==> src/rtl/ss2_bridge_pkg.sv <==
// Shared types and constants for the SimpleSerial2 multi-target bridge.
package ss2_bridge_pkg;

  typedef enum logic [1:0] {
    IDLE = 2'd0,
    REQ  = 2'd1,
    DONE = 2'd2,
    ERR  = 2'd3
  } state_e;

  localparam int          STATUS_OFF_FLAGS = 0;
  localparam int          STATUS_OFF_TMO   = 1;
  localparam logic [7:0]  ERR_BYTE_DEFAULT = 8'hEE;

  // Select value reserved for the bridge's own status registers.
  function automatic int status_sel(input int sel_bits);
    return (1 << sel_bits) - 1;
  endfunction

endpackage

==> src/rtl/ss2_strobe_edge.sv <==
// Registers the combined ss2 strobe through two flops and flags its rising edge.
module ss2_strobe_edge (
  input  logic clk,
  input  logic reset,
  input  logic strobe,
  output logic rise
);

  logic s1_q, s1_d;
  logic s2_q, s2_d;

  always_comb begin
    s1_d = strobe;
    s2_d = s1_q;
  end

  always_ff @(posedge clk or posedge reset) begin
    if (reset) begin
      s1_q <= 1'b0;
      s2_q <= 1'b0;
    end else begin
      s1_q <= s1_d;
      s2_q <= s2_d;
    end
  end

  assign rise = s1_q & ~s2_q;

endmodule

==> src/rtl/ss2_multi_target_bridge.sv <==
// Bridges the ss2 byte bus to several req/ack register targets, with timeout,
// unmapped-select handling and a small status block at the all-ones select.
module ss2_multi_target_bridge
  import ss2_bridge_pkg::*;
#(
  parameter int         pADDR_WIDTH  = 32,
  parameter int         pNUM_TARGETS = 4,
  parameter int         pSEL_BITS    = 4,
  parameter int         pTIMEOUT     = 1023,
  parameter logic [7:0] pERR_BYTE    = ERR_BYTE_DEFAULT
) (
  input  logic                          clk,
  input  logic                          reset,
  input  logic [pADDR_WIDTH-1:0]        up_addr,
  input  logic [7:0]                    up_wdata,
  input  logic                          up_rdn,
  input  logic                          up_wrn,
  input  logic                          up_cen,
  output logic [7:0]                    up_rdata,
  output logic                          up_busy,
  output logic [pNUM_TARGETS-1:0]       tgt_req,
  output logic                          tgt_we,
  output logic [pADDR_WIDTH-pSEL_BITS-1:0] tgt_addr,
  output logic [7:0]                    tgt_wdata,
  input  logic [8*pNUM_TARGETS-1:0]     tgt_rdata,
  input  logic [pNUM_TARGETS-1:0]       tgt_ack,
  output logic                          err_timeout
);

  localparam int OFF_W = pADDR_WIDTH - pSEL_BITS;
  localparam int CNT_W = $clog2(pTIMEOUT + 1);
  localparam logic [pSEL_BITS-1:0] STATUS_SEL = pSEL_BITS'(status_sel(pSEL_BITS));
  localparam logic [pSEL_BITS-1:0] NUM_T      = pSEL_BITS'(pNUM_TARGETS);
  localparam logic [CNT_W-1:0]     TMO_LAST   = CNT_W'(pTIMEOUT - 1);
  localparam logic [OFF_W-1:0]     OFF_FLAGS  = OFF_W'(STATUS_OFF_FLAGS);
  localparam logic [OFF_W-1:0]     OFF_TMO    = OFF_W'(STATUS_OFF_TMO);

  state_e               state_q, state_d;
  logic [pSEL_BITS-1:0] sel_q, sel_d;
  logic                 we_q, we_d;
  logic [OFF_W-1:0]     addr_q, addr_d;
  logic [7:0]           wdata_q, wdata_d;
  logic [7:0]           rdata_q, rdata_d;
  logic                 busy_q, busy_d;
  logic [CNT_W-1:0]     cnt_q, cnt_d;
  logic                 err_timeout_q, err_timeout_d;
  logic                 err_unmapped_q, err_unmapped_d;
  logic [7:0]           tmo_cnt_q, tmo_cnt_d;

  logic                    strobe;
  logic                    rise;
  logic                    start;
  logic [pSEL_BITS-1:0]    up_sel;
  logic [OFF_W-1:0]        up_off;
  logic                    up_we;
  logic [7:0]              status_rd;
  logic [pNUM_TARGETS-1:0] sel_onehot;
  logic [7:0]              rd_terms [pNUM_TARGETS];
  logic [7:0]              sel_rdata;
  logic                    ack_hit;

  assign strobe = ~up_cen & (~up_rdn | ~up_wrn);

  ss2_strobe_edge u_strobe_edge (
    .clk    (clk),
    .reset  (reset),
    .strobe (strobe),
    .rise   (rise)
  );

  // An edge that lands while busy (including the trailing busy cycle) is dropped.
  assign start  = rise & ~busy_q & (state_q == IDLE);
  assign up_sel = up_addr[pADDR_WIDTH-1 -: pSEL_BITS];
  assign up_off = up_addr[OFF_W-1:0];
  assign up_we  = ~up_wrn;

  generate
    for (genvar gi = 0; gi < pNUM_TARGETS; gi++) begin : g_tgt
      assign sel_onehot[gi] = (sel_q == pSEL_BITS'(gi));
      assign rd_terms[gi]   = tgt_rdata[8*gi +: 8] & {8{sel_onehot[gi]}};
    end
  endgenerate

  always_comb begin
    sel_rdata = 8'h00;
    for (int i = 0; i < pNUM_TARGETS; i++) begin
      sel_rdata = sel_rdata | rd_terms[i];
    end
  end

  assign ack_hit = |(tgt_ack & sel_onehot);

  always_comb begin
    status_rd = 8'h00;
    if (up_off == OFF_FLAGS) begin
      status_rd = {6'b0, err_unmapped_q, err_timeout_q};
    end else if (up_off == OFF_TMO) begin
      status_rd = tmo_cnt_q;
    end
  end

  always_comb begin
    state_d        = state_q;
    sel_d          = sel_q;
    we_d           = we_q;
    addr_d         = addr_q;
    wdata_d        = wdata_q;
    rdata_d        = rdata_q;
    busy_d         = busy_q;
    cnt_d          = cnt_q;
    err_timeout_d  = err_timeout_q;
    err_unmapped_d = err_unmapped_q;
    tmo_cnt_d      = tmo_cnt_q;

    case (state_q)
      IDLE: begin
        busy_d = start;
        if (start) begin
          sel_d   = up_sel;
          we_d    = up_we;
          addr_d  = up_off;
          wdata_d = up_wdata;
          cnt_d   = '0;
          if (up_sel == STATUS_SEL) begin
            state_d = DONE;
            if (up_we) begin
              if (up_off == OFF_FLAGS) begin
                err_timeout_d  = 1'b0;
                err_unmapped_d = 1'b0;
                tmo_cnt_d      = 8'h00;
              end
            end else begin
              rdata_d = status_rd;
            end
          end else if (up_sel < NUM_T) begin
            state_d = REQ;
          end else begin
            state_d        = DONE;
            err_unmapped_d = 1'b1;
            if (!up_we) begin
              rdata_d = pERR_BYTE;
            end
          end
        end
      end
      REQ: begin
        busy_d = 1'b1;
        cnt_d  = cnt_q + CNT_W'(1);
        // A late ack in the final cycle still counts as success.
        if (ack_hit) begin
          state_d = DONE;
          if (!we_q) begin
            rdata_d = sel_rdata;
          end
        end else if (cnt_q == TMO_LAST) begin
          state_d       = ERR;
          rdata_d       = pERR_BYTE;
          err_timeout_d = 1'b1;
          if (tmo_cnt_q != 8'hFF) begin
            tmo_cnt_d = tmo_cnt_q + 8'd1;
          end
        end
      end
      DONE, ERR: begin
        busy_d  = 1'b1;
        state_d = IDLE;
      end
      default: begin
        state_d = IDLE;
      end
    endcase
  end

  always_ff @(posedge clk or posedge reset) begin
    if (reset) begin
      state_q        <= IDLE;
      sel_q          <= '0;
      we_q           <= 1'b0;
      addr_q         <= '0;
      wdata_q        <= 8'h00;
      rdata_q        <= 8'h00;
      busy_q         <= 1'b0;
      cnt_q          <= '0;
      err_timeout_q  <= 1'b0;
      err_unmapped_q <= 1'b0;
      tmo_cnt_q      <= 8'h00;
    end else begin
      state_q        <= state_d;
      sel_q          <= sel_d;
      we_q           <= we_d;
      addr_q         <= addr_d;
      wdata_q        <= wdata_d;
      rdata_q        <= rdata_d;
      busy_q         <= busy_d;
      cnt_q          <= cnt_d;
      err_timeout_q  <= err_timeout_d;
      err_unmapped_q <= err_unmapped_d;
      tmo_cnt_q      <= tmo_cnt_d;
    end
  end

  // Request is decoded from registered state so reset removes it without waiting for a clock.
  assign tgt_req     = (state_q == REQ) ? sel_onehot : '0;
  assign tgt_we      = we_q;
  assign tgt_addr    = addr_q;
  assign tgt_wdata   = wdata_q;
  assign up_rdata    = rdata_q;
  assign up_busy     = busy_q;
  assign err_timeout = err_timeout_q;

endmodule

==> config.mk <==
export PLATFORM = sky130hd
export DESIGN_NAME = ss2_multi_target_bridge
export DESIGN_NICKNAME = d
export VERILOG_FILES = /design/src/rtl/ss2_bridge_pkg.sv /design/src/rtl/ss2_strobe_edge.sv /design/src/rtl/ss2_multi_target_bridge.sv
export SDC_FILE = /design/constraint.sdc
export NUM_CORES = 1
export LEC_CHECK = 0
export BUFFER_PORTS_ARGS = -buffer_cell sky130_fd_sc_hd__buf_2
export CAP_MARGIN = 20
export CORE_MARGIN = 2
export CORE_UTILIZATION = 35
export DETAILED_ROUTE_END_ITERATION = 16
export GPL_TIMING_DRIVEN = 0
export MAX_ROUTING_LAYER = met4
export PLACE_DENSITY = 0.69
export SLEW_MARGIN = 5
export SYNTH_ARGS = -nofsm -noshare
export SYNTH_HDL_FRONTEND = slang
export SYNTH_HIERARCHICAL = 1
export SYNTH_SLANG_ARGS = --single-unit
==> constraint.sdc <==
create_clock -name clk -period 2.7 [get_ports clk]
set_input_delay 0.54 -clock clk [delete_from_list [all_inputs] [get_ports clk]]
set_output_delay 0.54 -clock clk [all_outputs]
set_load 0.02 [all_outputs]
==> impl_metrics.env <==
export IMPL_status="finished, final reports clean"
export IMPL_leakagePower_nw=2.260
export IMPL_cp_data_required_time_ps=2160
export IMPL_cts_tree="done"
export IMPL_io_pins=132
export IMPL_ant_nets=0
export IMPL_htreeDepth=3
export IMPL_synth_compound_area_share_pct=13.67
export IMPL_totalWireLength_mm=9.698
export IMPL_core_area_um2=10280
export IMPL_fin_setup_tns_ps=0
export IMPL_critical_path_cell_chain="clkbuf_1 > nor4bb_2 > and2_1 > buf_2"
export IMPL_finalCriticalPeriod_ps=2577
export IMPL_irDropWorstVdd_uv=575.8
export IMPL_synthFlopType="dfrtp_1"
export IMPL_fin_nets=555
export IMPL_powerDensity_nw_per_um2=992.4
export IMPL_die_x_um=106.8
export IMPL_routed_wl_met3_um=749
export IMPL_synth_top_family_by_area="multiplexers"
export IMPL_nFillCells=989
export IMPL_period_share_pct=95.44
export IMPL_wl_met2_mm=4.568
export IMPL_postCtsHoldBufs=0
export IMPL_path_clk_slew_ps=80
export IMPL_crit_buf_inv=2
export IMPL_min_path_type="in -> async"
export IMPL_synth_simple_area_share_pct=15.13
export IMPL_finalSetupViolCount=0
export IMPL_rows=37
export IMPL_drv_cap=0
export IMPL_numCtsBuffers=9
export IMPL_track_usage_pct=18.06
export IMPL_synth_xor_area_share_pct=0.4738
export IMPL_fin_ws_ps=123.0
export IMPL_yosys_top_cells_area="dfrtp_1, mux2_2, a22oi_1"
export IMPL_path_max_fanout=7
export IMPL_antenna_cells=0
export IMPL_worstMarginPinSlew_ps=725.3
export IMPL_maxUsedRoutingLayer="met4"
export IMPL_syn_avg_cell_area_um2=11.24
export IMPL_clockBufferDepth=2
export IMPL_syn_to_final_growth_pct=30.63
export IMPL_drc=0
export IMPL_utilization_pct=46.99
export IMPL_finalHoldViolations=0
export IMPL_synth_seq_area_share_pct=50.08
export IMPL_drt_pass1_iterations=4
export IMPL_rsz0062_at_grt="yes"
export IMPL_crit_arrival_ps=2040
export IMPL_relSlewSlack_pct=50.95
export IMPL_grt_max_degree=46
export IMPL_cts_sinks=74
export IMPL_clock_fmax_ghz=0.3881
export IMPL_dp_hpwl_mm=7.363
export IMPL_post_drt_wl_per_cell_um=15.85
export IMPL_max_stage_delay_ps=730
export IMPL_initial_core_util_pct=35.98
export IMPL_cp_start_kind="flop"
export IMPL_skew_ps=10.14
export IMPL_vias=3180
export IMPL_pre_cts_ws_ps=-106.5
export IMPL_crit_family="simple AND/OR/NAND/NOR gates"
export IMPL_synth_cell_type_count=48
export IMPL_grt_pass1_vias=3213
export IMPL_drive_gt1_share_pct=43.91
export IMPL_synth_common_cells="dfrtp_1, mux2_2, nand2_1"
export IMPL_end_kind="primary output"
export IMPL_clock_latency_ps=350
export IMPL_yosysTopAreaCell="dfrtp_1"
export IMPL_path_class="reg -> out"
export IMPL_die_y_um=106.8
export IMPL_syn_nets=413
export IMPL_drtIter0Drc=150
export IMPL_netlist_instances=329
export IMPL_slew_viol_final=0
export IMPL_yosys_area_top_type_share_pct=50.08
export IMPL_synthArstFlopShare_pct=100.0
export IMPL_slowest_stage="nor4bb_2"
export IMPL_synth_most_common_cell="dfrtp_1"
export IMPL_synth_edf_count=0
export IMPL_wl_met1_mm=4.287
export IMPL_grt_pass1_wl_mm=15.90
export IMPL_viasPerCell=5.196
export IMPL_synth_fa_ha_area_share_pct=1.015
export IMPL_port_buffers=131
export IMPL_yosys_warnings=6
export IMPL_ys_ff_latch=74
export IMPL_cts_root_buf="clkbuf_8"
export IMPL_gp_congestion=0.8121
export IMPL_fp_dieArea_um2=11400
export IMPL_antenna_found_initial=0
export IMPL_muxShareOfSynthArea_pct=16.75
export IMPL_grt_ovfl_total=0
export IMPL_netlist_area_um2=3697
## final timing paths
check	start	endpoint	slack, ps	cells after the start
max in group asynchronous	reset	tmo_cnt_q[7]$_DFFE_PP0P_	1940	3
min	reset	u_strobe_edge/s2_q$_DFF_PP0_	60	2
max	sel_q[2]$_DFFE_PP0P_	tgt_req[3]	120	4
min reg2reg	u_strobe_edge/s1_q$_DFF_PP0_	u_strobe_edge/s2_q$_DFF_PP0_	390	0
min in group clk	up_cen	u_strobe_edge/s1_q$_DFF_PP0_	340	2
max reg2reg	sel_q[2]$_DFFE_PP0P_	up_rdata[0]$_DFFE_PP0P_	270	6
## metrics by stage
| step | hold WS (ps) | instance area (um2) | total power, mW | std cells |
|---|---|---|---|---|
| floorplan | 281.2 | 3697 | 3.062 | 329 |
| global placement | 370.9 | 4523 | 3.655 | 596 |
| detailed placement | 368.9 | 4563 | 3.741 | 598 |
| CTS | 47.71 | 4813 | 4.805 | 613 |
| global route | 40.21 | 4830 | 5.086 | 612 |
| finish | 62.30 | 4830 | 4.793 | 612 |
## metal layers
metal  up-vias  global-route usage [%]
met3         9                   5.653
met5         -                       -
met2       121                   29.85
li1       1513                       -
met1      1537                   21.94
met4         0                   3.711
## cell families (layout without fill, tap and decap cells)
family	count (synthesis)	count (layout)
compound gates	70	70
xor+xnor	2	2
fa+ha+maj	3	3
buf+inv	26	173
flops	74	74
mux	55	55
simple gates	99	99
## layout make-up
class | instances | area [um2] | area share (%)
flip-flops and latches | 74 | 1852 | 38.34
multi-input cells | 229 | 1772 | 36.68
repair buffers | 133 | 693.2 | 14.35
well taps | 136 | 170.2 | 3.523
clock buffers | 10 | 127.6 | 2.642
clock inverters | 6 | 113.9 | 2.358
plain buffers | 14 | 61.31 | 1.269
inverters | 10 | 40.04 | 0.8290
## placed cells by master, fill, tap and decap left out, drive strengths merged, types with 2 or more instances in the layout
cell type / netlist / layout
a21o: 6 / 6
a21oi: 4 / 4
a222oi: 2 / 2
a22oi: 14 / 14
a31oi: 3 / 3
and2: 5 / 5
and3: 4 / 4
buf: 2 / 134
bufinv: 0 / 3
clkbuf: 14 / 22
clkinvlp: 0 / 2
dfrtp: 74 / 74
ha: 3 / 3
inv: 10 / 11
mux2: 46 / 46
mux2i: 9 / 9
nand2: 25 / 25
nand2b: 4 / 4
nand3: 14 / 14
nand4: 5 / 5
nor2: 10 / 10
nor2b: 4 / 4
nor3: 11 / 11
nor3b: 2 / 2
nor4: 7 / 7
nor4b: 3 / 3
o21ai: 17 / 17
o22ai: 6 / 6
o31ai: 6 / 6
o32ai: 2 / 2
o41ai: 3 / 3
or2: 2 / 2
xor2: 2 / 2
## what timing repair did
action,CTS,global route
setup endpoints to repair,4,11
buffers inserted,0,0
gates resized for setup,2,3
hold endpoints to repair,0,0
## flip-flops by register name, summed over array words and instances, names as in the netlist
name and flops:
err_timeout 1, tgt_addr 28, tgt_we 1, u_strobe_edge/s1_q 1
up_busy 1, up_rdata 8, state_q 2, tgt_wdata 8
u_strobe_edge/s2_q 1, sel_q 4, cnt_q 10, err_unmapped_q 1
tmo_cnt_q 8
## power breakdown
part           total [mW]  internal (mW)  switching (mW)
clock network        1.05          0.617           0.432
registers            1.73           1.50           0.229
logic                2.02          0.841            1.17
Power figures use the tool's default switching activity.
